`src/rtl/dsi_pkg.sv`:
```
// Shared types and constants for the DSI lane scheduler.
package dsi_pkg;

  localparam int unsigned MAX_LANES  = 4;
  localparam logic [7:0]  DUMMY_BYTE = 8'h00;

  typedef enum logic [1:0] {
    ST_IDLE  = 2'd0,
    ST_FILL  = 2'd1,
    ST_WRITE = 2'd2,
    ST_WAIT  = 2'd3
  } state_e;

  // Enabled lane count: 0 means one lane, anything above the port count saturates.
  function automatic int unsigned clamp_lanes(int unsigned n, int unsigned lanes);
    if (n == 0) return 1;
    if (n > lanes) return lanes;
    return n;
  endfunction

endpackage

```
`src/rtl/dsi_stripe_buf.sv`:
```
// One stripe of lane slots: bytes land at the write index, and the tail of a
// short final stripe is padded with dummy bytes in the same cycle.
module dsi_stripe_buf
  import dsi_pkg::*;
#(
  parameter int unsigned LANES = 4,
  parameter int unsigned LN_W  = 3
) (
  input  logic               clk_i,
  input  logic               rst_ni,
  input  logic               clr_i,
  input  logic               acc_i,
  input  logic               last_i,
  input  logic [7:0]         data_i,
  input  logic [LN_W-1:0]    n_i,
  output logic [8*LANES-1:0] slot_data_o,
  output logic [LANES-1:0]   slot_dummy_o,
  output logic [LN_W-1:0]    fill_cnt_o
);

  logic [LANES-1:0][7:0] slot_data_q, slot_data_d;
  logic [LANES-1:0]      slot_dummy_q, slot_dummy_d;
  logic [LN_W-1:0]       fill_cnt_q, fill_cnt_d;

  always_comb begin
    slot_data_d  = slot_data_q;
    slot_dummy_d = slot_dummy_q;
    fill_cnt_d   = fill_cnt_q;
    if (clr_i) begin
      slot_data_d  = '0;
      slot_dummy_d = '0;
      fill_cnt_d   = '0;
    end else if (acc_i) begin
      for (int unsigned i = 0; i < LANES; i++) begin
        if (LN_W'(i) == fill_cnt_q) begin
          slot_data_d[i]  = data_i;
          slot_dummy_d[i] = 1'b0;
        end else if (last_i && (LN_W'(i) > fill_cnt_q) && (LN_W'(i) < n_i)) begin
          // Pad the unfilled enabled slots behind the final byte.
          slot_data_d[i]  = DUMMY_BYTE;
          slot_dummy_d[i] = 1'b1;
        end
      end
      fill_cnt_d = fill_cnt_q + LN_W'(1);
    end
  end

  always_ff @(posedge clk_i) begin
    if (!rst_ni) begin
      slot_data_q  <= '0;
      slot_dummy_q <= '0;
      fill_cnt_q   <= '0;
    end else begin
      slot_data_q  <= slot_data_d;
      slot_dummy_q <= slot_dummy_d;
      fill_cnt_q   <= fill_cnt_d;
    end
  end

  assign slot_data_o  = slot_data_q;
  assign slot_dummy_o = slot_dummy_q;
  assign fill_cnt_o   = fill_cnt_q;

endmodule

```
`src/rtl/dsi_lanes_scheduler.sv`:
```
// Stripes an upstream packet byte stream round-robin over N lanes and holds
// off the next packet until every enabled lane is back in LP-STOP.
module dsi_lanes_scheduler
  import dsi_pkg::*;
#(
  parameter int unsigned LANES        = 4,
  parameter int unsigned LN_W         = 3,
  parameter int unsigned WAIT_TIMEOUT = 64
) (
  input  logic               clk_base,
  input  logic               reset_n,
  input  logic [LN_W-1:0]    lanes_number,
  input  logic               s_valid,
  output logic               s_ready,
  input  logic [7:0]         s_data,
  input  logic               s_last,
  input  logic               s_hs,
  output logic [8*LANES-1:0] lane_data,
  output logic [LANES-1:0]   lane_write,
  output logic [LANES-1:0]   lane_eof,
  output logic [LANES-1:0]   lane_dummy,
  output logic [LANES-1:0]   lane_type,
  input  logic [LANES-1:0]   lane_ready,
  input  logic [LANES-1:0]   lane_active,
  output logic               busy,
  output logic               err_timeout
);

  localparam int unsigned LANES_C = (LANES < MAX_LANES) ? LANES : MAX_LANES;
  localparam int unsigned CNT_W   = $clog2(WAIT_TIMEOUT + 1);

  state_e             state_q;
  logic [LN_W-1:0]    n_q;
  logic               pkt_hs_q;
  logic               first_q;
  logic               eof_q;
  logic               seen_q;
  logic [CNT_W-1:0]   wcnt_q;
  logic               err_q;
  logic [8*LANES-1:0] lane_data_q;
  logic [LANES-1:0]   lane_write_q, lane_eof_q, lane_dummy_q, lane_type_q;

  logic [LN_W-1:0]    n_in;
  logic [LANES-1:0]   run_mask, idle_mask;
  logic [8*LANES-1:0] data_mask;
  logic [8*LANES-1:0] slot_data;
  logic [LANES-1:0]   slot_dummy;
  logic [LN_W-1:0]    fill_cnt;
  logic               accept, close_stripe, ready_all, act_any, idle_clear, buf_clr;

  assign n_in = LN_W'(clamp_lanes(32'(lanes_number), LANES_C));

  // Lane enables for the running packet and for the count offered in IDLE.
  always_comb begin
    run_mask  = '0;
    idle_mask = '0;
    data_mask = '0;
    for (int unsigned i = 0; i < LANES; i++) begin
      run_mask[i]       = (LN_W'(i) < n_q);
      idle_mask[i]      = (LN_W'(i) < n_in);
      data_mask[8*i+:8] = {8{run_mask[i]}};
    end
  end

  assign accept       = s_valid && (state_q == ST_FILL);
  assign close_stripe = accept && (s_last || (fill_cnt == (n_q - LN_W'(1))));
  assign ready_all    = &(lane_ready | ~run_mask);
  assign act_any      = |(lane_active & run_mask);
  assign idle_clear   = ~|(lane_active & idle_mask);
  assign buf_clr      = (state_q == ST_WRITE) && ready_all;

  dsi_stripe_buf #(
    .LANES (LANES),
    .LN_W  (LN_W)
  ) u_buf (
    .clk_i        (clk_base),
    .rst_ni       (reset_n),
    .clr_i        (buf_clr),
    .acc_i        (accept),
    .last_i       (s_last),
    .data_i       (s_data),
    .n_i          (n_q),
    .slot_data_o  (slot_data),
    .slot_dummy_o (slot_dummy),
    .fill_cnt_o   (fill_cnt)
  );

  always_ff @(posedge clk_base) begin
    if (!reset_n) begin
      state_q      <= ST_IDLE;
      n_q          <= '0;
      pkt_hs_q     <= 1'b0;
      first_q      <= 1'b0;
      eof_q        <= 1'b0;
      seen_q       <= 1'b0;
      wcnt_q       <= '0;
      err_q        <= 1'b0;
      lane_data_q  <= '0;
      lane_write_q <= '0;
      lane_eof_q   <= '0;
      lane_dummy_q <= '0;
      lane_type_q  <= '0;
    end else begin
      // Lane strobes and their qualifiers only live for the write cycle.
      lane_data_q  <= '0;
      lane_write_q <= '0;
      lane_eof_q   <= '0;
      lane_dummy_q <= '0;
      lane_type_q  <= '0;
      err_q        <= 1'b0;
      case (state_q)
        ST_IDLE: begin
          if (idle_clear) begin
            n_q     <= n_in;
            first_q <= 1'b1;
            state_q <= ST_FILL;
          end
        end
        ST_FILL: begin
          if (accept) begin
            if (first_q) begin
              pkt_hs_q <= s_hs;
              first_q  <= 1'b0;
            end
            if (close_stripe) begin
              eof_q   <= s_last;
              state_q <= ST_WRITE;
            end
          end
        end
        ST_WRITE: begin
          if (ready_all) begin
            lane_write_q <= run_mask;
            lane_data_q  <= slot_data & data_mask;
            lane_dummy_q <= slot_dummy & run_mask;
            lane_eof_q   <= {LANES{eof_q}} & run_mask;
            lane_type_q  <= {LANES{pkt_hs_q}} & run_mask;
            wcnt_q       <= '0;
            seen_q       <= 1'b0;
            eof_q        <= 1'b0;
            state_q      <= eof_q ? ST_WAIT : ST_FILL;
          end
        end
        ST_WAIT: begin
          if (wcnt_q != CNT_W'(WAIT_TIMEOUT)) wcnt_q <= wcnt_q + CNT_W'(1);
          // Lanes must be seen going active before their return to STOP counts.
          if (seen_q) begin
            if (!act_any) state_q <= ST_IDLE;
          end else if (act_any) begin
            seen_q <= 1'b1;
          end else if (wcnt_q == CNT_W'(WAIT_TIMEOUT - 1)) begin
            err_q   <= 1'b1;
            state_q <= ST_IDLE;
          end
        end
        default: state_q <= ST_IDLE;
      endcase
    end
  end

  assign s_ready     = (state_q == ST_FILL);
  assign busy        = (state_q != ST_IDLE);
  assign err_timeout = err_q;
  assign lane_data   = lane_data_q;
  assign lane_write  = lane_write_q;
  assign lane_eof    = lane_eof_q;
  assign lane_dummy  = lane_dummy_q;
  assign lane_type   = lane_type_q;

endmodule

```
`config.mk`:
```
export PLATFORM = sky130hd
export DESIGN_NAME = dsi_lanes_scheduler
export DESIGN_NICKNAME = d
export VERILOG_FILES = /design/src/rtl/dsi_pkg.sv /design/src/rtl/dsi_stripe_buf.sv /design/src/rtl/dsi_lanes_scheduler.sv
export SDC_FILE = /design/constraint.sdc
export NUM_CORES = 1
export LEC_CHECK = 0
export ABC_AREA = 0
export CAP_MARGIN = 15
export CELL_PAD_IN_SITES_DETAIL_PLACEMENT = 0
export CELL_PAD_IN_SITES_GLOBAL_PLACEMENT = 1
export CORE_UTILIZATION = 42
export DETAILED_ROUTE_END_ITERATION = 16
export PLACE_DENSITY_LB_ADDON = 0.1
export SETUP_SLACK_MARGIN = 0.5
export SYNTH_ARGS = -nofsm -noshare
export SYNTH_HDL_FRONTEND = slang
export SYNTH_SLANG_ARGS = --single-unit
export TNS_END_PERCENT = 5
```
`constraint.sdc`:
```
create_clock -name clk_base -period 5.2 [get_ports clk_base]
set_clock_uncertainty 0.1 [all_clocks]
set_input_delay 1.04 -clock clk_base [delete_from_list [all_inputs] [get_ports clk_base]]
set_output_delay 1.04 -clock clk_base [all_outputs]
set_load 0.02 [all_outputs]
```
==> qor.yml, run 1 <==
worst_setup_path:
  regToRegStartpoint: "n_q[2]"
  critPathCaptureType: "flop"
  cp_top_family: "simple AND/OR/NAND/NOR gates"
  worst_setup_path_start_kind: "input port"
  crit_type: "in2reg"
  cp_slowest_cell: "sky130_fd_sc_hd__nor3_1"
  critPathMaxFanout: 12
  slack_of_the_worst_reg_to_reg_path_ns: 2.59
  critical_path_buf_inv_count: 2
  rr_endpoint: "wcnt_q[3]"
  worstPathRequired_ns: 5.41
  worst_path_largest_cell_delay_ns: 0.69
  critical_path_arrival_ns: 3.29
  ff2ff_path_depth: 6
  path_cells: "clkdlybuf4s50_1 > inv_1 > or2_2 > nor3_1 > and2_1"
clock_network:
  cts_resized: 0
  htree_levels: 3
  clock_tree.buffer_depth: 2
  cts-root-buf: "sky130_fd_sc_hd__clkbuf_8"
  worst_skew_pair.late_latency_ns: 0.36
  cts_hold_buf: 0
  total_cts_buffers: 9
  tritoncts: "built"
  cts_post_setup_buffers_inserted: 0
  clock_sink_count: 104
  clk_transition_reported_paths_ns: 0.11
drt:
  vias: 2945
  detailedRoute.firstIterationViolations: 122
  drc: 0
  routed_via_density: 5.20
  avgRoutedWirePerCell_um: 14.8
  drtPass1Iterations: 4
  detail_route.wirelength_um: 8380
  antenna_violating_nets_post_route: 0
power_and_ir_drop:
  power_switching_mw: 0.351
  p_clk_share_pct: 35.0
  power_report.internal_total_mw: 1.03
  vdd_ir_drop_max_mv: 0.134
  p_leak_nw: 1.75
  power.combinational.fraction_pct: 6.2
  power_switching_share_pct: 25.5
  power_frac_seq_pct: 58.8
  power.density_cell_area_nw_per_um2: 288
timing:
  fin_ws_ns: 2.12
  rsz0062_at_grt: "no"
  portion_of_the_clock_cycle_consumed_by_the_worst_path_in_the_final_layout_pct: 59.2
  timing.final.crit_period_ns: 3.08
  worst_relative_slew_slack_pct: 40.8
  setup-tns-final_ns: 0
  max_clock_freq_ghz: 0.325
  max_slew.worst_pin.slew_ns: 0.881
  finalSetupViolations: 0
  drv_slew: 0
  finalHoldViolations: 0
yosys:
  register_bit_total_from_synthesis: 104
  ys_seq_area_share_pct: 55.2
  asyncSetResetFlopFracSynth_pct: 0
  synthDominantCellAreaShare_pct: 55.2
  synth_fp_nets: 414
  yosys_warnings: 0
  synthFlopType: "sky130_fd_sc_hd__dfxtp_1"
  synth.distinct_cells: 52
  post_synth_inst_count: 384
  synth_area_um2: 3770
  netlist.top_cell.by_area: "sky130_fd_sc_hd__dfxtp_1"
  post-synth-top-count-cell: "sky130_fd_sc_hd__dfxtp_1"
  synth_top_cells_by_count: "104 x sky130_fd_sc_hd__dfxtp_1, 51 x sky130_fd_sc_hd__nor2_1, 47 x sky130_fd_sc_hd__and2_1, 32 x sky130_fd_sc_hd__a22oi_1"
  synth_edf_count: 0
  post_synth_main_area_contributors: "sky130_fd_sc_hd__dfxtp_1 55%, sky130_fd_sc_hd__and2_1 7.8%, sky130_fd_sc_hd__a22oi_1 6.4%"
  synth_area_per_cell_um2: 9.82
cells_and_area:
  drive_above_1_share_pct: 6.33
  layout.nets: 483
  final_util_pct: 54.9
  total_inserted_antenna_cells: 0
  n_fill_cell: 784
  fin_cells: 566
  multi_input_comb_area_um2: 1580
  sequential_cell_area_um2: 2080
  syn_to_final_growth_pct: 27.0
placement:
  hpwlAfterDp_um: 5840
  detailedPlace.worstSlack_ns: 1.71
  placedCellCount: 550
  routabilityCongestion: 0.766
  place.port_buffers: 74
worst_hold_path:
  holdCritStartpoint: "u_buf.slot_data_o[14]"
  hold-path-endpoint: "lane_data[14]"
  min_delay_path_depth: 1
  min_path_type: "reg2reg"
die:
  core_area_um2: 8720
  io_pins: 75
  floorplan.initialDensity_pct: 43.2
  number_of_standard_cell_rows_in_the_floorplan: 34
  dieWidth_um: 96.7
  fp.dieArea_um2: 9360
  floorplan_die_height_um: 96.7
run:
  max_cap_violations: 0
grt:
  grt_first_pass_wirelength_um: 14100
  grt_pass1_vias: 2826
  grt_start_max_net_pins: 28
  grt_overflow: 0
  antenna_found_initial: 0
  grt_usage_pct: 18.6
run_status:
  outcome: "completed"
==> through the flow <==
stage	total power [mW]	area, µm²	hold WS (ns)
2_1_floorplan	0.875	3770	0.330
3_3_place_gp	0.914	4600	0.347
3_5_place_dp	0.914	4600	0.342
4_1_cts	1.39	4790	0.372
5_1_grt	1.43	4790	0.387
6_report	1.38	4790	0.371
==> power by group through the flow <==
stage | clock network [mW] | registers (mW) | logic (mW)
floorplan | 0 | 0.823 | 0.0512
global placement | 0 | 0.829 | 0.0847
detailed placement | 0 | 0.829 | 0.0852
CTS | 0.495 | 0.811 | 0.0858
global route | 0.528 | 0.812 | 0.0939
finish | 0.482 | 0.811 | 0.0851
==> worst max path at each step <==
stage	from	end	slack [ns]	cells after the start
6_report	reset_n	lane_eof[3]	2.12	5
5_1_grt	reset_n	lane_dummy[3]	1.88	5
4_1_cts	reset_n	lane_eof[3]	2.09	5
3_5_place_dp	reset_n	lane_eof[3]	1.71	5
3_3_place_gp	lane_ready[0]	wcnt_q[3]	1.77	7
2_1_floorplan	lane_ready[3]	wcnt_q[3]	2.71	5
==> worst reg2reg max path, delay by kind of cell, from the launching register on <==
kind                   cells  cell delay [ns]
and+or+nand+nor            3             0.87
AOI/OAI and AO/OA          2             0.67
DFF                        1             0.63
buffers and inverters      1             0.30
==> state kept, by name (all words and copies together), names as in the netlist <==
signal	count
lane_data	32
u_buf.slot_data_o	32
wcnt_q	7
lane_dummy	4
lane_eof	4
lane_type	4
lane_write	4
u_buf.slot_dummy_o	4
n_q	3
u_buf.fill_cnt_o	3
state_q	2
eof_q	1
err_timeout	1
first_q	1
pkt_hs_q	1
seen_q	1
==> cell families (layout without fill, tap and decap cells) <==
logic type | count (synthesis) | count (layout) | share of synthesized area (%)
fa+ha+maj | 6 | 6 | 1.99
compound gates | 74 | 74 | 13.9
xor+xnor | 6 | 6 | 1.39
mux | 4 | 4 | 1.06
buf+inv | 28 | 102 | 3.15
flops | 104 | 104 | 55.2
simple gates | 162 | 162 | 23.2
==> layer usage <==
metal	track usage (%)	part of all wire, %
met1	26.0	48
met2	28.4	45
met3	3.83	5.3
met4	7.12	1.5
met5	0	0
==> layout make-up <==
type                            instances  share of cell area [%]
Clock inverter                          6                    1.33
Multi-Input combinational cell        252                    33.0
Timing Repair Buffer                   78                    16.1
Inverter                                8                   0.627
Sequential cell                       104                    43.5
Clock buffer                           10                    2.67
Tap cell                              108                    2.82
==> cells in the final DEF, fill, tap and decap left out, types with 3 or more instances in the layout <==
master	n
sky130_fd_sc_hd__a21oi_1	14
sky130_fd_sc_hd__mux2i_1	4
sky130_fd_sc_hd__nand2_1	14
sky130_fd_sc_hd__xor2_1	4
sky130_fd_sc_hd__a22oi_1	32
sky130_fd_sc_hd__inv_1	8
sky130_fd_sc_hd__nor4_1	5
sky130_fd_sc_hd__ha_1	6
sky130_fd_sc_hd__o21ai_0	5
sky130_fd_sc_hd__buf_4	4
sky130_fd_sc_hd__dfxtp_1	104
sky130_fd_sc_hd__o21ai_1	4
sky130_fd_sc_hd__clkdlybuf4s50_1	74
sky130_fd_sc_hd__or3_1	5
sky130_fd_sc_hd__and2_1	47
sky130_fd_sc_hd__nand3_1	6
sky130_fd_sc_hd__or2_2	3
sky130_fd_sc_hd__nor2_1	51
sky130_fd_sc_hd__clkbuf_8	9
sky130_fd_sc_hd__nor3_1	9
sky130_fd_sc_hd__nand2b_1	3
Note: power is estimated with default switching activity, not from simulation.
==> run 2, diff against run 1 <==
Settings changed: CORE_UTILIZATION 42 to 39.
Clock period 5.2 ns to 3 ns, I/O delays scaled along.
==> run 2 against run 1 <==
Net effect:
- largest power group unchanged
- sequential share of layout area down 0.44 points
- combinational power up 79%
- critical path type is now reg2out
- non-clock buffer count is 4 higher
- sequential power is 74% higher
==> qor.yml, run 2 (synthesis results as in run 1) <==
die:
  floorplan_die_height_um: 100  # +3.7%
  core_area_um2: 9280  # +6.5%
  floorplan.initialDensity_pct: 40.6  # -2.6 points
  dieWidth_um: 100  # +3.7%
  fp.dieArea_um2: 10100  # +7.5%
  io_pins: 75  # unchanged
  number_of_standard_cell_rows_in_the_floorplan: 35  # +2.9%
clock_network:
  tritoncts: "built"
  worst_skew_pair.late_latency_ns: 0.36  # about the same
  cts_post_setup_buffers_inserted: 0  # unchanged
  clk_transition_reported_paths_ns: 0.10  # about the same
  clock_sink_count: 104  # unchanged
  htree_levels: 3  # unchanged
  total_cts_buffers: 9  # unchanged
  cts-root-buf: "sky130_fd_sc_hd__clkbuf_8"
  cts_hold_buf: 0  # unchanged
  clock_tree.buffer_depth: 2  # unchanged
  cts_resized: 0  # unchanged
drt:
  drc: 0  # unchanged
  vias: 2937  # -0.27%
  antenna_violating_nets_post_route: 0  # unchanged
  detailroute.wirelength.met2_um: 3700  # -1.8%
  wl_met1_um: 4390  # +8.5%
  avgRoutedWirePerCell_um: 14.5  # -2.2%
  drtPass1Iterations: 7  # +3
  routed_via_density: 4.98  # -4.3%
  top_layer_used: "met4"
  detailedRoute.firstIterationViolations: 136  # +11%
  met3_wirelength_um: 371  # -16%
  detail_route.wirelength_um: 8540  # +1.9%
timing:
  finalSetupViolations: 0  # unchanged
  portion_of_the_clock_cycle_consumed_by_the_worst_path_in_the_final_layout_pct: 80.8
  setup-tns-final_ns: 0  # unchanged
  max_clock_freq_ghz: 0.413
  drv_slew: 0  # unchanged
  rsz0062_at_grt: "yes"
  finalHoldViolations: 0  # unchanged
  worst_relative_slew_slack_pct: 51.5  # +11 points
  max_slew.worst_pin.slew_ns: 0.723  # -0.158 ns
  timing.final.crit_period_ns: 2.42
worst_setup_path:
  slack_of_the_worst_reg_to_reg_path_ns: 0.74  # -1.85 ns
  rr_endpoint: "wcnt_q[3]"
  worstPathRequired_ns: 2.30  # -3.11 ns
  worst_setup_path_start_kind: "flop"
  critPathMaxFanout: 12  # unchanged
  regToRegStartpoint: "n_q[2]"
  setup.worst_path.end: "s_ready"
  critPathCaptureType: "output pin"
  crit_type: "reg2out"
  critical_path_arrival_ns: 1.72  # -1.57 ns
  ff2ff_path_depth: 5  # -1
  setup.worst_path.start: "state_q[0]"
placement:
  routabilityCongestion: 0.778  # +1.5%
  dpl_cell_area_um2: 4650  # +1.2%
  hpwlAfterDp_um: 5830  # about the same
  place.port_buffers: 74  # unchanged
power_and_ir_drop:
  p_leak_nw: 1.76  # +0.64%
  vdd_ir_drop_max_mv: 0.291  # +120%
  power.density_cell_area_nw_per_um2: 489  # +70%
cells_and_area:
  drive_above_1_share_pct: 7.38  # +1.0 points
  syn_to_final_growth_pct: 28.3
  total_inserted_antenna_cells: 0  # unchanged
  multi_input_comb_area_um2: 1580  # +0.32%
  sequential_cell_area_um2: 2080  # unchanged
  layout.nets: 487  # +0.83%
  layout_common_cells: "104 x sky130_fd_sc_hd__dfxtp_1, 74 x sky130_fd_sc_hd__clkdlybuf4s50_1, 51 x sky130_fd_sc_hd__nor2_1"
  n_fill_cell: 892  # +14%
  final_common_cell: "sky130_fd_sc_hd__dfxtp_1"
  finish.instance_area_um2: 4840  # +1.0%
grt:
  grt_start_max_net_pins: 41  # +46%
  grt_usage_pct: 17.9  # -0.76 points
  grt_pass1_vias: 2749  # -2.7%
  grt_overflow: 0  # unchanged
  antenna_found_initial: 0  # unchanged
  grt_first_pass_wirelength_um: 13900  # -1.2%
run_status:
  outcome: "completed"
worst_hold_path:
  min_path_type: "reg2reg"
run:
  max_cap_violations: 0  # unchanged
## run 2: critical path: stages, from the launching register on
cell                              delay [ns]
sky130_fd_sc_hd__dfxtp_1                0.54
sky130_fd_sc_hd__nor2b_1                0.21
sky130_fd_sc_hd__clkdlybuf4s50_1        0.62
## run 2: area by class of cell
type / count / area share (%)
repair buffers: 82 / 16.6
multi-input cells: 252 / 32.7
clock inverters: 6 / 1.14
flip-flops and latches: 104 / 43.1
inverters: 8 / 0.621
clock buffers: 9 / 2.56
well taps: 129 / 3.34
## run 2: layer usage
metal	GRT usage [%]	vias up
li1	-	1473
met1	25.3	1385
met2	27.4	73
met3	3.97	6
met4	5.02	0
met5	0	-
## run 2: how the worst min path moves through the flow
stage	from	endpoint	slack [ns]	cells after the start
after floorplan	u_buf.slot_dummy_o[3]	lane_dummy[3]	0.33	1
after global placement	u_buf.slot_data_o[7]	lane_data[7]	0.34	1
after detailed placement	u_buf.slot_data_o[17]	lane_data[17]	0.34	1
after CTS	u_buf.slot_data_o[14]	lane_data[14]	0.37	1
after global routing	u_buf.slot_data_o[18]	lane_data[18]	0.39	1
final	u_buf.slot_data_o[17]	lane_data[17]	0.37	1
## run 2: stage by stage
step / cells / total power [mW] / setup WS (ns) / hold slack, ns / utilization (%)
3_3_place_gp: 575 / 1.59 / 0.407 / 0.342 / 50.1
2_1_floorplan: 384 / 1.52 / 0.954 / 0.330 / -
4_1_cts: 590 / 2.39 / 0.556 / 0.368 / 52.0
5_1_grt: 590 / 2.46 / 0.465 / 0.386 / 52.1
6_report: 590 / 2.36 / 0.576 / 0.369 / 52.1
3_5_place_dp: 575 / 1.59 / 0.336 / 0.344 / 50.1
## run 2: where the power goes
part,switching (mW),internal (mW),total (mW)
clock,0.495,0.312,0.807
combinational,0.0845,0.0674,0.152
sequential,0.0154,1.39,1.41
total,0.595,1.77,2.36
==> run 3, diff against run 2 <==
Settings changed: CORE_UTILIZATION 39 to 35.
Clock period 3 ns to 2.2 ns, I/O delays scaled along.
==> run 3 against run 2 <==
Net effect:
- largest cell class unchanged
- register-to-register slack got worse by 0.40 ns
- combinational power rose by 82%
- critical endpoint is now lane_data[15]
- clock power is 60% higher
==> qor.yml, run 3 (synthesis results as in run 1) <==
cells_and_area:
  drive_above_1_share_pct: 18.8  # +11 points
  final_util_pct: 51.5  # -0.60 points
  layout_common_cells: "99 x sky130_fd_sc_hd__dfxtp_1, 67 x sky130_fd_sc_hd__clkdlybuf4s50_1, 50 x sky130_fd_sc_hd__nor2_1"
  multi_input_comb_area_um2: 1720  # +8.5%
  layout.nets: 519  # +6.6%
  sequential_cell_area_um2: 2100  # +0.66%
  total_inserted_antenna_cells: 0  # unchanged
  n_fill_cell: 994  # +11%
  syn_to_final_growth_pct: 41.6
  final_common_cell: "sky130_fd_sc_hd__dfxtp_1"
  finish.instance_area_um2: 5340  # +10%
power_and_ir_drop:
  power_report.internal_total_mw: 2.59  # +46%
  power.density_cell_area_nw_per_um2: 651  # +33%
  p_leak_nw: 2.02  # +14%
  vdd_ir_drop_max_mv: 0.529  # +82%
  power_switching_share_pct: 25.5  # +0.32 points
  power.combinational.fraction_pct: 7.9  # +1.5 points
  power_switching_mw: 0.886  # +49%
  p_clk_share_pct: 37.2  # +3.1 points
  power_frac_seq_pct: 54.9  # -4.5 points
  power.total_mw: 3.48  # +47%
die:
  dieWidth_um: 106  # +5.5%
  io_pins: 75  # unchanged
  number_of_standard_cell_rows_in_the_floorplan: 37  # +5.7%
  floorplan.initialDensity_pct: 36.4  # -4.3 points
  floorplan_die_height_um: 106  # +5.5%
  fp.dieArea_um2: 11200  # +11%
  core_area_um2: 10400  # +12%
run_status:
  outcome: "completed"
timing:
  max_clock_freq_ghz: 0.524
  setup-tns-final_ns: 0  # unchanged
  max_slew.worst_pin.slew_ns: 0.545  # -0.177 ns
  timing.final.crit_period_ns: 1.91
  worst_relative_slew_slack_pct: 63.4  # +12 points
  rsz0062_at_grt: "yes"
  drv_slew: 0  # unchanged
  portion_of_the_clock_cycle_consumed_by_the_worst_path_in_the_final_layout_pct: 86.8
  finalSetupViolations: 0  # unchanged
  finalHoldViolations: 0  # unchanged
run:
  max_cap_violations: 0  # unchanged
grt:
  grt_start_max_net_pins: 41  # unchanged
  grt_first_pass_wirelength_um: 14600  # +5.5%
  grt_pass1_vias: 2841  # +3.3%
  grt_usage_pct: 16.8  # -1.0 points
  antenna_found_initial: 0  # unchanged
  grt_overflow: 0  # unchanged
worst_setup_path:
  critPathMaxFanout: 12  # unchanged
  cp_slowest_cell: "sky130_fd_sc_hd__clkdlybuf4s50_1"
  ff2ff_path_depth: 6  # +1
  regToRegStartpoint: "n_q[2]"
  worst_setup_path_start_kind: "input port"
  critPathCaptureType: "flop"
  path_cells: "clkdlybuf4s50_1 > inv_1 > or2_2 > buf_4 > nor4_1 > buf_4 > and2_1"
  setup.worst_path.end: "lane_data[15]"
  worst_path_largest_cell_delay_ns: 0.49  # -0.13 ns
  critPathMostFrequentCell: "sky130_fd_sc_hd__buf_4"
  setup.worst_path.start: "reset_n"
  worstPathRequired_ns: 2.42  # +0.12 ns
  crit_type: "in2reg"
  critical_path_arrival_ns: 2.13  # +0.41 ns
  rr_endpoint: "wcnt_q[2]"
  slack_of_the_worst_reg_to_reg_path_ns: 0.34  # -0.40 ns
clock_network:
  cts-root-buf: "sky130_fd_sc_hd__clkbuf_8"
  clock_sink_count: 104  # unchanged
  tritoncts: "built"
  htree_levels: 3  # unchanged
  worst_skew_pair.late_latency_ns: 0.37  # about the same
  clock_tree.buffer_depth: 2  # unchanged
  clk_transition_reported_paths_ns: 0.11  # about the same
  total_cts_buffers: 9  # unchanged
placement:
  routabilityCongestion: 0.737  # -5.3%
  place.port_buffers: 74  # unchanged
  dpl_cell_area_um2: 4880  # +4.9%
  hpwlAfterDp_um: 6140  # +5.3%
worst_hold_path:
  min_path_type: "reg2reg"
drt:
  antenna_violating_nets_post_route: 0  # unchanged
  detailedRoute.firstIterationViolations: 95  # -30%
  drc: 0  # unchanged
  drtPass1Iterations: 4  # -3
  avgRoutedWirePerCell_um: 14.3  # -1.1%
  vias: 3020  # +2.8%
  detail_route.wirelength_um: 9020  # +5.6%
  routed_via_density: 4.79  # -3.7%
[run 3: cell count changes in the layout (fill, tap and decap cells not counted), sizes merged]
cell           previous run  this run
clkinvlp                  2         0
dlymetal6s2s              0         1
buf                       8        42
dlygate4sd2               0         4
bufinv                    0         1
inv                      10        12
clkdlybuf4s50            74        67
[run 3: timing repair]
action	in CTS	in global routing
gates cloned	0	1
hold buffers	0	0
pin swaps	5	10
buffers inserted	4	5
endpoints found under the setup margin	148	152
resized for setup	29	33
[run 3: how the worst min path moves through the flow]
stage / startpoint / endpoint / slack [ns] / cells past startpoint
after floorplan: u_buf.slot_dummy_o[3] / lane_dummy[3] / 0.33 / 1
after global placement: u_buf.slot_data_o[16] / lane_data[16] / 0.34 / 1
after detailed placement: u_buf.slot_data_o[9] / lane_data[9] / 0.34 / 1
after CTS: u_buf.slot_data_o[3] / lane_data[3] / 0.36 / 1
after global routing: u_buf.slot_data_o[3] / lane_data[3] / 0.38 / 1
final: u_buf.slot_data_o[3] / lane_data[3] / 0.36 / 1
[run 3: routing by layer]
metal / wire length, µm / up-vias / global-route usage (%) / part of all wire, %
li1: - / 1541 / - / -
met1: 4750 / 1398 / 25.4 / 53
met2: 3790 / 71 / 23.2 / 42
met3: 358 / 10 / 3.71 / 4.0
met4: 112 / 0 / 5.95 / 1.2
met5: 0 / - / 0 / 0
[run 3: layout make-up]
cell class                      count  share of cell area (%)
Sequential cell                   104                    39.3
Tap cell                          136                    3.19
Clock inverter                      7                    1.78
Clock buffer                        9                    2.32
Inverter                            8                   0.562
Timing Repair Buffer              114                    20.7
Multi-Input combinational cell    252                    32.2
[run 3: stage by stage]
stage	hold WS (ns)	cells	setup WS (ns)
after floorplan	0.330	384	0.370
after global placement	0.341	604	-0.240
after detailed placement	0.341	604	-0.342
after CTS	0.360	624	0.302
after global routing	0.383	630	0.198
final	0.361	630	0.290
[run 3: worst max-delay path, delay by kind of cell]
| kind | cells | cell delay, ns |
|---|---|---|
| buffers and inverters | 4 | 0.96 |
| AND/OR/NAND/NOR | 3 | 0.72 |
[run 3: power groups by stage]
stage                     Sequential (mW)  Clock (mW)  Combinational (mW)
after CTS                            1.91        1.33               0.259
after floorplan                      1.95           0               0.123
after detailed placement             1.95           0               0.244
after global routing                 1.91        1.42               0.300
final                                1.91        1.29               0.276
after global placement               1.95           0               0.244
